**src/rtl/spi_pkg.sv**
```systemverilog
// rtl/spi_pkg.sv - SPI mode helpers, byte width and state encoding shared by SPI blocks
package spi_pkg;

    localparam int c_MODE_0 = 0;
    localparam int c_MODE_1 = 1;
    localparam int c_MODE_2 = 2;
    localparam int c_MODE_3 = 3;

    localparam int c_BITS_PER_BYTE = 8;

    typedef enum logic {
        IDLE   = 1'b0,
        ACTIVE = 1'b1
    } spi_state_t;

    function automatic logic f_cpol(input int mode);
        return (mode == c_MODE_2) || (mode == c_MODE_3);
    endfunction

    function automatic logic f_cpha(input int mode);
        return (mode == c_MODE_1) || (mode == c_MODE_3);
    endfunction

endpackage

```
**src/rtl/spi_sync_edge.sv**
```systemverilog
// rtl/spi_sync_edge.sv - multi-flop synchronizer with rise/fall pulse detection
module spi_sync_edge #(
    parameter int   c_STAGES    = 2,
    parameter logic c_RESET_VAL = 1'b0
) (
    input  logic i_CLK,
    input  logic i_RESET_n,
    input  logic din,
    output logic rise,
    output logic fall
);

    logic [c_STAGES-1:0] sync_q;
    logic                dly_q;

    always_ff @(posedge i_CLK or negedge i_RESET_n) begin
        if (!i_RESET_n) begin
            sync_q <= {c_STAGES{c_RESET_VAL}};
            dly_q  <= c_RESET_VAL;
        end else begin
            sync_q <= {sync_q[c_STAGES-2:0], din};
            dly_q  <= sync_q[c_STAGES-1];
        end
    end

    assign rise = sync_q[c_STAGES-1] & ~dly_q;
    assign fall = ~sync_q[c_STAGES-1] & dly_q;

endmodule

```
**src/rtl/spi_slave.sv**
```systemverilog
// rtl/spi_slave.sv - oversampled SPI responder with one-byte TX holding register
module spi_slave
    import spi_pkg::*;
#(
    parameter int         c_SPI_MODE    = 3,
    parameter int         c_SYNC_STAGES = 2,
    parameter logic [7:0] c_IDLE_BYTE   = 8'hFF
) (
    input  logic       i_CLK,
    input  logic       i_RESET_n,
    input  logic [7:0] i_TX_BYTE,
    input  logic       i_TX_DV,
    output logic       o_TX_READY,
    output logic       o_RX_DV,
    output logic [7:0] o_RX_BYTE,
    input  logic       i_SPI_CLK,
    input  logic       i_SPI_CS_n,
    input  logic       i_SPI_MOSI,
    output logic       o_SPI_MISO,
    output logic       o_SPI_MISO_OE
);

    localparam logic c_CPOL  = f_cpol(c_SPI_MODE);
    localparam logic c_CPHA  = f_cpha(c_SPI_MODE);
    localparam int   c_CNT_W = $clog2(c_BITS_PER_BYTE);
    localparam logic [c_CNT_W-1:0] c_LAST_BIT = c_CNT_W'(c_BITS_PER_BYTE - 1);

    logic sclk_rise;
    logic sclk_fall;
    logic cs_rise;
    logic cs_fall;

    logic [c_SYNC_STAGES-1:0] mosi_sync_q;
    logic                     mosi_s;

    spi_state_t state_q;
    spi_state_t state_d;

    logic [c_CNT_W-1:0] bit_cnt_q;
    logic [7:0]         rx_shift_q;
    logic [7:0]         tx_shift_q;
    logic [7:0]         hold_q;
    logic               hold_full_q;

    logic leading_edge;
    logic trailing_edge;
    logic sample_edge;
    logic shift_edge;

    logic frame_start;
    logic frame_stop;
    logic do_sample;
    logic do_shift;
    logic do_load;
    logic [7:0] load_byte;
    logic [7:0] rx_next;

    // Idle SCLK level is CPOL, so the SCLK synchronizer resets there to avoid a phantom edge.
    spi_sync_edge #(
        .c_STAGES    (c_SYNC_STAGES),
        .c_RESET_VAL (c_CPOL)
    ) u_sclk_sync (
        .i_CLK     (i_CLK),
        .i_RESET_n (i_RESET_n),
        .din       (i_SPI_CLK),
        .rise      (sclk_rise),
        .fall      (sclk_fall)
    );

    spi_sync_edge #(
        .c_STAGES    (c_SYNC_STAGES),
        .c_RESET_VAL (1'b1)
    ) u_cs_sync (
        .i_CLK     (i_CLK),
        .i_RESET_n (i_RESET_n),
        .din       (i_SPI_CS_n),
        .rise      (cs_rise),
        .fall      (cs_fall)
    );

    // Same depth as the SCLK path so MOSI lines up with the detected sample edge.
    always_ff @(posedge i_CLK or negedge i_RESET_n) begin
        if (!i_RESET_n) begin
            mosi_sync_q <= '0;
        end else begin
            mosi_sync_q <= {mosi_sync_q[c_SYNC_STAGES-2:0], i_SPI_MOSI};
        end
    end

    assign mosi_s = mosi_sync_q[c_SYNC_STAGES-1];

    assign leading_edge  = c_CPOL ? sclk_fall : sclk_rise;
    assign trailing_edge = c_CPOL ? sclk_rise : sclk_fall;
    assign sample_edge   = c_CPHA ? trailing_edge : leading_edge;
    assign shift_edge    = c_CPHA ? leading_edge  : trailing_edge;

    assign load_byte = hold_full_q ? hold_q : c_IDLE_BYTE;
    assign rx_next   = {rx_shift_q[6:0], mosi_s};

    always_ff @(posedge i_CLK or negedge i_RESET_n) begin
        if (!i_RESET_n) begin
            state_q <= IDLE;
        end else begin
            state_q <= state_d;
        end
    end

    always_comb begin
        state_d     = state_q;
        frame_start = 1'b0;
        frame_stop  = 1'b0;
        do_sample   = 1'b0;
        do_shift    = 1'b0;
        do_load     = 1'b0;
        case (state_q)
            IDLE: begin
                if (cs_fall) begin
                    state_d     = ACTIVE;
                    frame_start = 1'b1;
                    do_load     = 1'b1;
                end
            end
            ACTIVE: begin
                if (cs_rise) begin
                    state_d    = IDLE;
                    frame_stop = 1'b1;
                end else begin
                    do_sample = sample_edge;
                    do_shift  = shift_edge;
                    do_load   = sample_edge && (bit_cnt_q == c_LAST_BIT);
                end
            end
            default: state_d = IDLE;
        endcase
    end

    // A strobe coinciding with a load of an empty register lands here for the next byte.
    always_ff @(posedge i_CLK or negedge i_RESET_n) begin
        if (!i_RESET_n) begin
            hold_q      <= '0;
            hold_full_q <= 1'b0;
        end else if (do_load && hold_full_q) begin
            hold_full_q <= 1'b0;
        end else if (i_TX_DV && !hold_full_q) begin
            hold_q      <= i_TX_BYTE;
            hold_full_q <= 1'b1;
        end
    end

    assign o_TX_READY = ~hold_full_q;

    always_ff @(posedge i_CLK or negedge i_RESET_n) begin
        if (!i_RESET_n) begin
            bit_cnt_q  <= '0;
            rx_shift_q <= '0;
            o_RX_BYTE  <= '0;
            o_RX_DV    <= 1'b0;
        end else begin
            o_RX_DV <= 1'b0;
            if (frame_stop || frame_start) begin
                bit_cnt_q  <= '0;
                rx_shift_q <= '0;
            end else if (do_sample) begin
                rx_shift_q <= rx_next;
                bit_cnt_q  <= bit_cnt_q + c_CNT_W'(1);
                if (bit_cnt_q == c_LAST_BIT) begin
                    o_RX_BYTE <= rx_next;
                    o_RX_DV   <= 1'b1;
                end
            end
        end
    end

    // In CPHA=0 the MSB goes out at CS_n fall, so the shifter keeps only the remaining bits.
    always_ff @(posedge i_CLK or negedge i_RESET_n) begin
        if (!i_RESET_n) begin
            tx_shift_q    <= '0;
            o_SPI_MISO    <= 1'b1;
            o_SPI_MISO_OE <= 1'b0;
        end else if (frame_stop) begin
            o_SPI_MISO    <= 1'b1;
            o_SPI_MISO_OE <= 1'b0;
        end else if (frame_start) begin
            o_SPI_MISO_OE <= 1'b1;
            if (!c_CPHA) begin
                o_SPI_MISO <= load_byte[7];
                tx_shift_q <= {load_byte[6:0], 1'b0};
            end else begin
                tx_shift_q <= load_byte;
            end
        end else if (do_load) begin
            tx_shift_q <= load_byte;
        end else if (do_shift) begin
            o_SPI_MISO <= tx_shift_q[7];
            tx_shift_q <= {tx_shift_q[6:0], 1'b0};
        end
    end

endmodule

```
**config.mk**
```make
export PLATFORM = sky130hd
export DESIGN_NAME = spi_slave
export DESIGN_NICKNAME = d
export VERILOG_FILES = /design/src/rtl/spi_pkg.sv /design/src/rtl/spi_sync_edge.sv /design/src/rtl/spi_slave.sv
export SDC_FILE = /design/constraint.sdc
export NUM_CORES = 1
export LEC_CHECK = 0
export BUFFER_PORTS_ARGS = -buffer_cell sky130_fd_sc_hd__buf_2
export CAP_MARGIN = 20
export CORE_MARGIN = 2
export CORE_UTILIZATION = 50
export DETAILED_ROUTE_END_ITERATION = 8
export GPL_ROUTABILITY_DRIVEN = 0
export HOLD_SLACK_MARGIN = 0.06
export PLACE_DENSITY_LB_ADDON = 0.15
export SLEW_MARGIN = 20
export SYNTH_ARGS = -nofsm -noshare
export SYNTH_HDL_FRONTEND = slang
export SYNTH_SLANG_ARGS = --single-unit
```
**constraint.sdc**
```tcl
create_clock -name i_CLK -period 2.1 [get_ports i_CLK]
set_input_delay 0.105 -clock i_CLK [delete_from_list [all_inputs] [get_ports i_CLK]]
set_output_delay 0.105 -clock i_CLK [all_outputs]
set_load 0.005 [all_outputs]
```
-- Word-level counts from Yosys, hierarchy flattened
Cells that the tools add are included.
- word-level logic and storage cells: 77
- flip-flop bits (word level): 47
- mux-type cells: 31
- add/subtract/negate cells: 1
- reductions and logical operators: 14
- bitwise gates (word level): 13
- equality and inequality tests: 3
- operator list (kind ; count):
    $mux W8 ; 4
    $mux W1 ; 21
    $mux W7 ; 2
    $not A1 Y1 ; 9
    $reduce_bool A2 Y1 ; 4
    $mux W3 ; 2
    $reduce_and A3 Y1 ; 2
    $and A1 B1 Y1 ; 4
    $pmux W1 S2 ; 2
    $reduce_and A2 Y1 ; 2
    $add A3 B1 Y3 const B ; 1
    $eq A3 B3 Y1 const B ; 1
    $logic_and A1 B1 Y1 ; 3
    $reduce_bool A3 Y1 ; 1
    $ne A2 B1 Y1 const B ; 1
    $ne A2 B2 Y1 const B ; 1
    $logic_not A1 Y1 ; 1
    $logic_or A1 B1 Y1 ; 1

-- Logic depth before layout (Yosys ltp)
- depth in word-level cells: 8
- depth in mapped cells: 6
- mapped depth without buffers: 6

-- Cells and area by module
A second synthesis with hierarchy kept.
- cell total of the unflattened synthesis: 156
- area total of the unflattened synthesis: 2016.9 sq um
- modules (own cells, without submodules) (module ; times used ; seq. area each (sq um) ; cells each ; area each (sq um)):
    spi_slave ; 1 ; 1027.2 ; 146 ; 1829.3
    spi_sync_edge ; 2 ; 78.8 ; 5 ; 93.8

-- Least setup slack after synthesis
OpenSTA, ideal clock, no wires.
- path type: reg-to-reg
- start: register bit_cnt_q[0]
- end: register tx_shift_q[2]
- stages on the path, launching flop included: 7
- slack: 0.100 ns
- path buffers: 0
- data arrival time: 1.876 ns
- path through: dfrtp_1 -> ha_1 -> ha_1 -> and3b_1 -> a31oi_4 -> mux2_4 -> mux2_2
- longest elaborated chain between the ends: 6
- elaborated cells on any way between the ends: 8
- RTL lines (element ; line ; source):
    from (decl) ; spi_slave.sv:39 ; logic [c_CNT_W-1:0] bit_cnt_q;
    from (signal assigned) ; spi_slave.sv:165 ; bit_cnt_q <= bit_cnt_q + c_CNT_W'(1);
    $eq A3 B3 Y1 * ; spi_slave.sv:130 ; do_load = sample_edge && (bit_cnt_q == c_LAST_BIT);
    $logic_and A1 B1 Y1 * ; spi_slave.sv:130 ;
    $mux W1 * ; spi_slave.sv:124 ; if (cs_rise) begin
    $pmux W1 S2 * ; spi_slave.sv:115 ; case (state_q)
    $reduce_bool A3 Y1 (no line) or $mux W8 (tied branches) ; - ;
    $reduce_and A2 Y1 (no line) or $mux W8 (tied branches) ; - ;
    to (signal assigned) ; spi_slave.sv:187 ; tx_shift_q <= {load_byte[6:0], 1'b0};
    to (signal assigned) ; spi_slave.sv:189 ; tx_shift_q <= load_byte;
    to (signal assigned) ; spi_slave.sv:192 ; tx_shift_q <= load_byte;
    to (decl) ; spi_slave.sv:41 ; logic [7:0] tx_shift_q;
Mark *: on every way between the ends. The rest lies on a longest branch, timed or not.
A chain may end at the register's enable or synchronous reset.

-- Final worst setup path
- start: register bit_cnt_q[0]
- end: register tx_shift_q[4]
The elaborated chain is that of the path after synthesis.

==> metrics.md <==
| Metric | Value |
|---|---|
| Status | finished clean |
| Top_reg_cell synth | dfrtp_1 |
| Aggregate global-route resource usage | 17.3% |
| Setup Fix Bufs, Post-CTS | 0 |
| Fin Setup TNS | 0 ps |
| # IOs | 26 |
| Nets | slightly below 200 |
| Via Count | 1,153 |
| Die Y | 65.9 µm |
| Fin cells | 227 |
| Post-synth EDFFs | 0 |
| Final Slew Violations | 0 |
| Yosys top cell area share | 52.3% |
| Layout area overhead | 21.6% |
| Largest net degree at the start of global routing | 33 |
| Via-to-Cell Ratio | 5.08 |
| WP data arrival | 2100 ps |
| Clock root cell | clkbuf_8 |
| Flops & latches, synth | 47 |
| Power Dens Cells | 975 nW/µm² |
| Cell area after placement | 2120 µm² |
| TritonCTS clock tree | done |
| Cell with the most instances after synthesis | dfrtp_1 |
| Synth Cell Area | ~1900 µm² |
| Fmax | 0.522 GHz |
| Die footprint | 4340 µm² |
| Initial DRC Count | 23 |
| Fraction of registers with async set/reset | between 90% and 100% |
| Starting Density | 52.3% |
| Crit. End Element | register |
| Synth unique cells | 28 |
| Detailed Route WL | 3.10 mm |
| Clk_lat worst skew | 300 ps |
| Relative slew slack | 54.3% |
| # setup viols final | 0 |
| Worst endpoint required time | around 2300 ps |
| Placed cell count | 207 |
| H-tree levels | 2 |
| Synth Warn # | 0 |
| CP Class | register to register |
| Final min period | 1910 ps |
| Area contributors post-synth | dfrtp_1, mux2_2, dfstp_2 |
| Worst vdd ir | 0.663 mV |
| ANT cells | 0 |
| Clock slew at reported path FFs | 90 ps |
| CTS sink cnt | 47 |
| DRT antenna net count | 0 |
| RSZ-0062 raised after global routing | no |
| Worst Max-Slew Pin Slew | 685 ps |
| Initial antenna violation count | 0 |
| DRC | 0 |
| Commonest cells post-synth | dfrtp_1, mux2_2, a22o_1, mux2i_1 |
| DR WL/cell | 13.6 µm |
| GRT overflow | 0 |
| Cells after Synth | 132 |
| Max-Cap Viols | 0 |
| Global-route wire length before repair | 5.50 mm |
| Std cell rows | 22 |
| IO buf count | 25 |
| Cts bufs inserted | 5 |
| Period Utilization, post-route | 91.1% |
| Share of post-route cells with drive strength above 1 | between 40% and 50% |
| Core area | approximately 3700 µm² |
| Vias in the first global route | 1,193 |
| Mean Syn Cell Area | 14.5 µm² |
| CP Max Fanout | 8 |
| Total power | 2270 µW |
| Skew final | 4.95 ps |
| Hold crit path type | input port to register |
| Design Area, Final | 2330 µm² |
| TritonRoute pass-1 iters | 3 |
| Area leader, netlist | dfrtp_1 |
| CP Launch Type | register |
| Final Hold Vio Count | 0 |
| Die Width | 65.9 µm |
| Post-DP HPWL | 2.16 mm |
| Post-Syn Nets | 148 |
| Max clock buf depth | 2 |
| Leak | 0.00118 µW |
| Register area share after synthesis | 61.9% |
-- routing by layer --
| metal | share of wire, % | GRT usage [%] | vias up |
|---|---|---|---|
| met3 | 3.5 | 6.13 | 5 |
| met1 | 48 | 23.1 | 570 |
| li1 | - | - | 556 |
| met2 | 47 | 25.9 | 22 |
| met5 | 0 | 0 | - |
| met4 | 1.4 | 7.03 | 0 |
-- repair_timing --
item	CTS	global route
hold buffers	12	0
endpoints found under the hold margin	38	0
resized for setup	0	0
-- metrics by stage --
stage | setup slack (ps) | hold WS, ps | util [%]
3_5_place_dp | 191 | 187 | 57.9
5_1_grt | 118 | 170 | 63.6
2_1_floorplan | 99.7 | -191 | -
4_1_cts | 175 | 158 | 63.6
6_report | 186 | 178 | 63.6
3_3_place_gp | 236 | 177 | 57.9
-- worst max-delay path: stages (launching register included) --
cell and delay (ps):
dfrtp_1 390, ha_1 200, ha_1 190, and3b_1 220, o31a_1 440, mux2_4 350
-- cell type report --
| cell class | instances | area [µm²] |
|---|---|---|
| fillers | 284 | 1330 |
| multi-input cells | 74 | 677 |
| well taps | 48 | 60.1 |
| repair buffers | 43 | 290 |
| clock buffers | 5 | 68.8 |
| flip-flops and latches | 47 | 1180 |
| clock inverters | 3 | 20.0 |
| inverters | 7 | 26.3 |
-- placed cells by master, fill, tap and decap left out, types with 6 or more instances in the layout --
| cell | count |
|---|---|
| a22o_1 | 9 |
| buf_2 | 25 |
| buf_4 | 6 |
| dfrtp_1 | 40 |
| dfstp_2 | 7 |
| dlygate4sd3_1 | 12 |
| inv_1 | 6 |
| mux2_2 | 18 |
| mux2i_1 | 9 |
| nor2_1 | 7 |
-- registers in the layout, indices dropped and copies added (netlist names) --
signal and flops:
u_cs_sync.sync_q 2, tx_shift_q 8, state_q 1, hold_q 8, bit_cnt_q 3, hold_full_q 1, mosi_sync_q 2, u_sclk_sync.sync_q 2
o_RX_DV 1, o_SPI_MISO 1, u_sclk_sync.dly_q 1, o_RX_BYTE 8, o_SPI_MISO_OE 1, rx_shift_q 7, u_cs_sync.dly_q 1
-- cells by family (layout without fill, tap and decap cells) --
| kind of cell | count (synthesis) | count (layout) | share of synthesized area, % |
|---|---|---|---|
| DFF | 47 | 47 | 61.9 |
| muxes | 31 | 31 | 18.4 |
| and+or+nand+nor | 21 | 21 | 7.39 |
| AOI/OAI and AO/OA | 20 | 20 | 8.24 |
| buffers and inverters | 11 | 58 | 2.75 |
| adders and majority gates | 2 | 2 | 1.31 |
-- path summary, 6_finish.rpt --
path,slack [ps],depth (start not counted),from,to
max in group asynchronous,1070,3,i_RESET_n,u_cs_sync.dly_q
min in group asynchronous,380,2,i_RESET_n,tx_shift_q[4]
worst max register to register,190,5,bit_cnt_q[0],tx_shift_q[4]
worst min register to register,350,0,mosi_sync_q[0],mosi_sync_q[1]
worst min-delay path,180,3,i_TX_DV,hold_full_q
worst max-delay path,190,5,bit_cnt_q[0],tx_shift_q[4]
-- where the power goes --
part	switching (µW)	internal (µW)	leakage, µW
clock network	301	232	0.0000402
logic	213	301	0.000550
registers	118	1100	0.000587
total	632	1640	0.00118
Note: power is estimated with default switching activity, not from simulation.
